### src/rtl/if_id_buffer_pkg.sv
// Shared types and constants for the fetch/decode instruction buffer.
package if_id_pkg;

    localparam int INSTR_W = 32;
    localparam logic [INSTR_W-1:0] NOP_INSTR = 32'h0;

    typedef struct packed {
        logic [INSTR_W-1:0] pc;
        logic [INSTR_W-1:0] instruction;
    } if_id_entry_t;

endpackage

### src/rtl/if_id_buffer_if.sv
// Fetch/decode side signals of the instruction buffer.
// master: the environment (fetch + decode + branch unit); slave: the buffer.
interface if_id_buffer_if #(
    parameter int DEPTH = 4,
    parameter int WIDTH = 32
);
    logic                     flush;
    logic                     in_valid;
    logic [WIDTH-1:0]         in_pc;
    logic [WIDTH-1:0]         in_instruction;
    logic                     in_ready;
    logic                     out_valid;
    logic [WIDTH-1:0]         out_pc;
    logic [WIDTH-1:0]         out_instruction;
    logic                     out_ready;
    logic [$clog2(DEPTH):0]   level;

    modport master (
        output flush, in_valid, in_pc, in_instruction, out_ready,
        input  in_ready, out_valid, out_pc, out_instruction, level
    );

    modport slave (
        input  flush, in_valid, in_pc, in_instruction, out_ready,
        output in_ready, out_valid, out_pc, out_instruction, level
    );
endinterface

### src/rtl/if_id_buffer_ram.sv
// Entry storage for the instruction buffer: synchronous write,
// synchronous clear, asynchronous read.
module if_id_buffer_ram #(
    parameter  int DEPTH = 4,
    parameter  int WIDTH = 32,
    localparam int PTR_W = $clog2(DEPTH)
) (
    input  logic             clk,
    input  logic             rst,
    input  logic             i_we,
    input  logic [PTR_W-1:0] i_waddr,
    input  logic [WIDTH-1:0] i_wr_pc,
    input  logic [WIDTH-1:0] i_wr_instr,
    input  logic [PTR_W-1:0] i_raddr,
    output logic [WIDTH-1:0] o_rd_pc,
    output logic [WIDTH-1:0] o_rd_instr
);

    logic [WIDTH-1:0] r_pc    [DEPTH];
    logic [WIDTH-1:0] r_instr [DEPTH];

    // Clear every entry on reset, otherwise write one entry per cycle.
    always_ff @(posedge clk) begin
        if (rst) begin
            for (int i = 0; i < DEPTH; i++) begin
                r_pc[i]    <= '0;
                r_instr[i] <= '0;
            end
        end else if (i_we) begin
            r_pc[i_waddr]    <= i_wr_pc;
            r_instr[i_waddr] <= i_wr_instr;
        end
    end

    assign o_rd_pc    = r_pc[i_raddr];
    assign o_rd_instr = r_instr[i_raddr];

endmodule

### src/rtl/if_id_buffer.sv
// Instruction buffer between fetch and decode.
// Optional performance counters are enabled with `define IF_ID_BUFFER_PERF_EN.
module if_id_buffer
    import if_id_pkg::*;
#(
    parameter int DEPTH = 4,
    parameter int WIDTH = 32
) (
    input  logic               clk,
    input  logic               rst,
    if_id_buffer_if.slave      bus
`ifdef IF_ID_BUFFER_PERF_EN
    ,
    output logic [31:0]        full_cycles,
    output logic [15:0]        flush_count
`endif
);

    localparam int PTR_W = $clog2(DEPTH);
    localparam int CNT_W = PTR_W + 1;
    localparam logic [CNT_W-1:0] CNT_FULL = CNT_W'(DEPTH);

    logic [PTR_W-1:0] r_rd_ptr;
    logic [PTR_W-1:0] r_wr_ptr;
    logic [CNT_W-1:0] r_count;

    logic             w_in_ready;
    logic             w_out_valid;
    logic             w_push;
    logic             w_pop;
    logic             w_we;
    logic [WIDTH-1:0] w_rd_pc;
    logic [WIDTH-1:0] w_rd_instr;

    // Handshake flags come only from the registered count; no pass-through when full.
    assign w_in_ready  = (r_count != CNT_FULL);
    assign w_out_valid = (r_count != '0);
    assign w_push      = bus.in_valid & w_in_ready;
    assign w_pop       = w_out_valid & bus.out_ready;
    assign w_we        = w_push & ~bus.flush;

    if_id_buffer_ram #(
        .DEPTH (DEPTH),
        .WIDTH (WIDTH)
    ) u_ram (
        .clk        (clk),
        .rst        (rst),
        .i_we       (w_we),
        .i_waddr    (r_wr_ptr),
        .i_wr_pc    (bus.in_pc),
        .i_wr_instr (bus.in_instruction),
        .i_raddr    (r_rd_ptr),
        .o_rd_pc    (w_rd_pc),
        .o_rd_instr (w_rd_instr)
    );

    // Pointer and occupancy update: reset, then flush, then push/pop.
    always_ff @(posedge clk) begin
        if (rst || bus.flush) begin
            r_rd_ptr <= '0;
            r_wr_ptr <= '0;
            r_count  <= '0;
        end else begin
            if (w_push) begin
                r_wr_ptr <= r_wr_ptr + PTR_W'(1);
            end
            if (w_pop) begin
                r_rd_ptr <= r_rd_ptr + PTR_W'(1);
            end
            if (w_push && !w_pop) begin
                r_count <= r_count + CNT_W'(1);
            end else if (w_pop && !w_push) begin
                r_count <= r_count - CNT_W'(1);
            end
        end
    end

    // Empty buffer presents a NOP to decode.
    always_comb begin
        bus.in_ready        = w_in_ready;
        bus.out_valid       = w_out_valid;
        bus.level           = r_count;
        bus.out_pc          = '0;
        bus.out_instruction = WIDTH'(NOP_INSTR);
        if (w_out_valid) begin
            bus.out_pc          = w_rd_pc;
            bus.out_instruction = w_rd_instr;
        end
    end

`ifdef IF_ID_BUFFER_PERF_EN
    logic [31:0] r_full_cycles;
    logic [15:0] r_flush_count;

    // Saturating counters of fetch stalls on full and of flush cycles.
    always_ff @(posedge clk) begin
        if (rst) begin
            r_full_cycles <= '0;
            r_flush_count <= '0;
        end else begin
            if (!w_in_ready && bus.in_valid && (r_full_cycles != '1)) begin
                r_full_cycles <= r_full_cycles + 32'd1;
            end
            if (bus.flush && (r_flush_count != '1)) begin
                r_flush_count <= r_flush_count + 16'd1;
            end
        end
    end

    assign full_cycles = r_full_cycles;
    assign flush_count = r_flush_count;
`endif

endmodule

### src/flat_wrapper.sv
// flat-port wrapper written by rule: the top's interface ports become plain ports
module if_id_buffer_flat import if_id_pkg::*;
#(
    parameter int DEPTH = 4,
    parameter int WIDTH = 32
)
  (clk, rst, bus_flush, bus_in_valid, bus_in_pc, bus_in_instruction, bus_out_ready, bus_in_ready, bus_out_valid, bus_out_pc, bus_out_instruction, bus_level);
  if_id_buffer_if #(.DEPTH(DEPTH), .WIDTH(WIDTH)) bus_i ();
  input  logic clk;
  input  logic rst;
  input wire logic [$bits(bus_i.flush)-1:0] bus_flush;
  input wire logic [$bits(bus_i.in_valid)-1:0] bus_in_valid;
  input wire logic [$bits(bus_i.in_pc)-1:0] bus_in_pc;
  input wire logic [$bits(bus_i.in_instruction)-1:0] bus_in_instruction;
  input wire logic [$bits(bus_i.out_ready)-1:0] bus_out_ready;
  output wire logic [$bits(bus_i.in_ready)-1:0] bus_in_ready;
  output wire logic [$bits(bus_i.out_valid)-1:0] bus_out_valid;
  output wire logic [$bits(bus_i.out_pc)-1:0] bus_out_pc;
  output wire logic [$bits(bus_i.out_instruction)-1:0] bus_out_instruction;
  output wire logic [$bits(bus_i.level)-1:0] bus_level;
  assign bus_i.flush = bus_flush;
  assign bus_i.in_valid = bus_in_valid;
  assign bus_i.in_pc = bus_in_pc;
  assign bus_i.in_instruction = bus_in_instruction;
  assign bus_i.out_ready = bus_out_ready;
  assign bus_in_ready = bus_i.in_ready;
  assign bus_out_valid = bus_i.out_valid;
  assign bus_out_pc = bus_i.out_pc;
  assign bus_out_instruction = bus_i.out_instruction;
  assign bus_level = bus_i.level;
  if_id_buffer #(.DEPTH(DEPTH), .WIDTH(WIDTH)) u_core (.clk(clk), .rst(rst), .bus(bus_i));
endmodule
### config.mk
export PLATFORM = sky130hd
export DESIGN_NAME = if_id_buffer_flat
export DESIGN_NICKNAME = d
export VERILOG_FILES = /design/src/rtl/if_id_buffer_pkg.sv /design/src/rtl/if_id_buffer_if.sv /design/src/rtl/if_id_buffer_ram.sv /design/src/rtl/if_id_buffer.sv /design/src/flat_wrapper.sv
export SDC_FILE = /design/constraint.sdc
export NUM_CORES = 1
export LEC_CHECK = 0
export CORE_ASPECT_RATIO = 0.7
export CORE_UTILIZATION = 55
export DETAILED_ROUTE_END_ITERATION = 8
export HOLD_SLACK_MARGIN = 0.06
export PLACE_DENSITY = 0.8
export SYNTH_ARGS = -nofsm -noshare
export SYNTH_HDL_FRONTEND = slang
export SYNTH_HIERARCHICAL = 1
export SYNTH_SLANG_ARGS = --single-unit
### constraint.sdc
create_clock -name clk -period 11.8 [get_ports clk]
set_input_delay 2.36 -clock clk [delete_from_list [all_inputs] [get_ports clk]]
set_output_delay 2.36 -clock clk [all_outputs]
set_load 0.02 [all_outputs]
# Word-level counts from Yosys, hierarchy flattened
# Memories as Yosys holds them, arrays and structs flattened. A register that Yosys moved wholly into a read port is not among the register bits.
# Cells that the tools add are included.
# W data, S select, Z words.
[word_totals] out_inout_bits=69 elab_cells=42 reg_bits=7 mem_count=2 input_bits=69 ram_bits=256
[op_classes] n_bitwise=4 reduce_logical=9 eq_ne=1 add_sub_neg=4 n_mux=19
[mem_list] name="u_core.u_ram.r_instr" depth=4 width=32 rd=1 rd_clocked_by_memory_dff=1 write_ports=4 line_no="if_id_buffer_ram.sv:20" rtl="logic [WIDTH-1:0] r_instr [DEPTH];"
[mem_list] name="u_core.u_ram.r_pc" depth=4 width=32 rd=1 rd_clocked_by_memory_dff=1 write_ports=4 line_no="if_id_buffer_ram.sv:19" rtl="logic [WIDTH-1:0] r_pc [DEPTH];"
[op_table] cell="$mux W32" n=4
[op_table] cell="$reduce_or A32 Y1" n=2
[op_table] cell="$mux W2" n=6
[op_table] cell="$mux W1" n=7
[op_table] cell="$mux W3" n=2
[op_table] cell="$add A2 B1 Y2 const B" n=2
[op_table] cell="$add A3 B1 Y3 const B" n=1
[op_table] cell="$and A1 B1 Y1" n=3
[op_table] cell="$ne A3 B3 Y1 const B" n=1
[op_table] cell="$reduce_bool A3 Y1" n=1
[op_table] cell="$sub A3 B1 Y3 const B" n=1
[op_table] cell="$logic_and A1 B1 Y1" n=2
[op_table] cell="$logic_not A1 Y1" n=2
[op_table] cell="$reduce_bool A2 Y1" n=1
[op_table] cell="$logic_or A1 B1 Y1" n=1
[op_table] cell="$not A1 Y1" n=1

# Longest topological paths before layout
[depth] depth_word=8 mapped_depth=8 mapped_depth_nobuf=8

# Modules after synthesis
# The synthesis kept the hierarchy.
[modules_own_cells] mod="if_id_buffer_ram" instances=1 area_per_inst_um2=11113.2 cells_each=629 seq_area_each_um2=7687.4
[modules_own_cells] mod="if_id_buffer" instances=1 area_per_inst_um2=825.8 cells_each=111 seq_area_each_um2=140.1

# Worst setup path after synthesis
# OpenSTA, ideal clock, no wires.
[synth_timing] kind="input -> register" start="input bus_in_valid" end="memory u_core.u_ram.r_instr[2][0] (enable)" setup_time_ps=499 arrival_ps=5966 required_ps=11301 n_path_buf=0 slack_ps=5335 stages=4 path_cell_list="inv_1 > nor3_1 > nand2_1 > o21bai_1"
[synth_rtl] item="start: declaration" line_no="flat_wrapper.sv:12" rtl="input wire logic [$bits(bus_i.in_valid)-1:0] bus_in_valid;"
[synth_rtl] item="end: declaration" line_no="if_id_buffer_ram.sv:20"

==> metrics.yaml <==
run_status: "complete, no violations"
nets: 932
synthTopCellsByArea: "sky130_fd_sc_hd__edfxtp_1 (64%), sky130_fd_sc_hd__and2_1 (13%), sky130_fd_sc_hd__mux4_2 (12%)"
hold-path-endpoint: "u_core/bus.level[2]"
inserted_clock_buffers: 26
maxSlewViolCount: 0
detail-route-antenna-nets: 0
worstRegToRegCells: 5
hpwl_mm: 13.0
final_min_period_over_clock_period_pct: 48.6
initial_antenna_violation_count: 2
finalWeightedCongestion: 0.726
grt_first_pass_wirelength_mm: 38.2
grt_start_max_net_pins: 66
timing.critical_path.cells: "buf_4 -> mux4_2 -> and2_1 -> clkdlybuf4s50_1"
syn_inst: 740
routed_via_density: 5.66
worst_case_clock_buffer_depth: 3
drt-wirelength-per-cell_um: 21.5
synth_edf_count: 256
rsz0062_at_grt: "no"
totalPowerFinal_mw: 2.10
routed-via-count: 6541
synth_nets: 811
synth_top_area_cell: "sky130_fd_sc_hd__edfxtp_1"
clk_pin_slew_worst_paths_ps: 60
groute.usage.overall_pct: 23.0
drt-total-wl_mm: 24.9
post-cts-setup-buffer-count: 0
floorplan.rows: 44
synth_flop_cell: "sky130_fd_sc_hd__edfxtp_1"
nFillCells: 1402
htree_levels: 1
finalHoldViolCount: 0
crit_path_top_delay_cell: "sky130_fd_sc_hd__buf_4"
clkLatencyLatePin_ps: 520
power.share.sequential_pct: 52.1
reg2reg_to: "u_core/u_ram/r_instr[2][20]"
startpoint_type: "register"
port_buffers: 137
post-route-min-period_ps: 5730
sequential_cell_area_um2: 7840
post_route_setup_tns_ps: 0
number_of_storage_elements_in_the_synthesis_netlist: 263
worst_clock_skew_ps: 11.6
place_ws_ps: 6550
multi_input_area_um2: 3860
clock.fmax_ghz: 0.174
initial_core_util_pct: 56.9
total_leakage_power_nw: 5.11
timing.hold.worst_path_depth: 2
critical-path-max-stage-delay_ps: 850
worstPathMaxFanout: 48
initialDrtViolationCount: 487
setup_ws_ps: 6070
post_route_cells_drive_above_1_share_pct: 20.4
worstPathBufferInverterCount: 2
cell_class_contributing_the_biggest_share_of_worst_path_delay: "buffers and inverters"
die_h_um: 125
core-area_um2: 21000
worst_hold_launch: "u_core/bus.level[2]"
synth_seq_area_share_pct: 65.6
synth_top_area_share_pct: 64.4
power.density_cell_area_nw_per_um2: 147
synthToLayoutAreaGrowth_pct: 19.3
post_cts_hold_buffer_count: 0
dieWidth_um: 178
first_global_vias: 6902
power.ir.vdd_worst_mv: 0.124
number_of_optimization_iterations_in_the_first_detailed_route_pass: 5
drcViolationCount: 0
synthesis.yosys.warnings: 6
power_frac_comb_pct: 12.1
worstHoldPathType: "register to register"
net-switching-power_uw: 484
cts.root.buffer_cell: "sky130_fd_sc_hd__clkbuf_16"
cp_data_required_time_ps: 9440
worst_setup_path_end_kind: "output port"
yosysUniqueCellTypes: 34
syn_area_um2: 11900
cts.sinks: 263
setup-violations-final: 0
cts_tree: "built"
worst_ep_arrival_time_ps: 3370
die-area_um2: 22300
async_flop_share_pct: 0
worstReg2RegStart: "u_core/bus.level[0]"
timing.reg2reg.setup_slack_ps: 8810
share_clk_of_total_power_pct: 35.8
worstMarginPinSlew_ps: 1220
timing.max_slew.rel_slack_pct: 18.4
critPathKind: "register to output port"
cap_viol_max_count: 0
post_synth.cell_area_avg_um2: 16.1
floorplan.io_pins: 138
internal-power_mw: 1.61
switching_portion_of_total_power_pct: 23.1
globalRoute.totalOverflow: 0
cts_resized: 0
synth_commonest_cells: "sky130_fd_sc_hd__and2_1 (256), sky130_fd_sc_hd__edfxtp_1 (256), sky130_fd_sc_hd__and2_2 (64), sky130_fd_sc_hd__mux4_2 (64), sky130_fd_sc_hd__clkbuf_1 (20)"
per-layer routing:
layer  vias up  track usage (%)  wire (um)
met3        36             4.74       1870
met2       248             38.3      12200
met1      3323             31.3      10500
met5         -                0         13
met4         2             5.08        354
li1       2932                -          -
cells in the final DEF (no fill, tap or decap), drive strengths merged, types with 6 or more instances in the layout:
| cell | synthesis | layout |
|---|---|---|
| and2 | 320 | 320 |
| buf | 22 | 6 |
| clkbuf | 28 | 34 |
| clkdlybuf4s50 | 0 | 137 |
| clkinv | 0 | 12 |
| dfxtp | 7 | 7 |
| edfxtp | 256 | 256 |
| mux4 | 64 | 64 |
| nor2 | 7 | 7 |
flip-flops by register name (all words and copies together), names as in the netlist:
| signal | flops |
|---|---|
| u_core/u_ram/r_instr | 128 |
| u_core/r_wr_ptr | 2 |
| u_core/u_ram/r_pc | 128 |
| u_core/bus.level | 3 |
| u_core/r_rd_ptr | 2 |
how the worst max path moves through the flow:
stage                             startpoint                          end  slack (ps)  cells after the start
after floorplan                 bus_in_valid   u_core/u_ram/r_instr[2][0]        5330                      4
after global placement    u_core/r_rd_ptr[0]       bus_out_instruction[4]        6560                      4
after detailed placement        bus_in_valid  u_core/u_ram/r_instr[2][27]        6550                      6
after CTS                 u_core/r_rd_ptr[0]       bus_out_instruction[4]        6000                      4
after global routing      u_core/r_rd_ptr[0]       bus_out_instruction[7]        5830                      4
final                     u_core/r_rd_ptr[0]       bus_out_instruction[7]        6070                      4
through the flow:
stage,instance area (um^2),hold slack [ps],util (%),std cells
finish,14200,550,67.9,1156
global route,14200,584,67.9,1155
CTS,14200,552,67.9,1155
detailed placement,13500,541,64.2,1109
global placement,13500,519,64.2,1109
floorplan,11900,478,-,740
cell families after synthesis:
kind of cell / after synthesis / share of synthesized area (%)
compound gates: 12 / 0.713
fa+ha+maj: 2 / 0.272
simple gates: 340 / 18.6
xor+xnor: 4 / 0.293
flops: 263 / 65.6
buf+inv: 54 / 2.43
mux: 65 / 12.2
worst reg2reg max path: stages, from the launching register on:
cell                       delay [ps]
sky130_fd_sc_hd__dfxtp_1          460
sky130_fd_sc_hd__nor3b_1          180
sky130_fd_sc_hd__nor3_1           750
sky130_fd_sc_hd__nand2_1          220
sky130_fd_sc_hd__o21bai_4         160
sky130_fd_sc_hd__buf_4            800
final cells by class:
class | instances | share of cell area, %
diodes | 1 | 0.0176
clock buffers | 34 | 4.93
clock inverters | 12 | 0.474
inverters | 4 | 0.105
multi-input cells | 423 | 27.1
flip-flops and latches | 263 | 55.0
well taps | 276 | 2.42
repair buffers | 143 | 9.95
power groups by stage:
stage	combinational (mW)	clock (mW)	sequential [mW]
after floorplan	0.150	0	1.10
after global placement	0.251	0	1.11
final	0.253	0.752	1.09
after global routing	0.271	0.801	1.10
after CTS	0.256	0.765	1.09
after detailed placement	0.254	0	1.11
No activity file was read; power rests on OpenSTA's default activity.
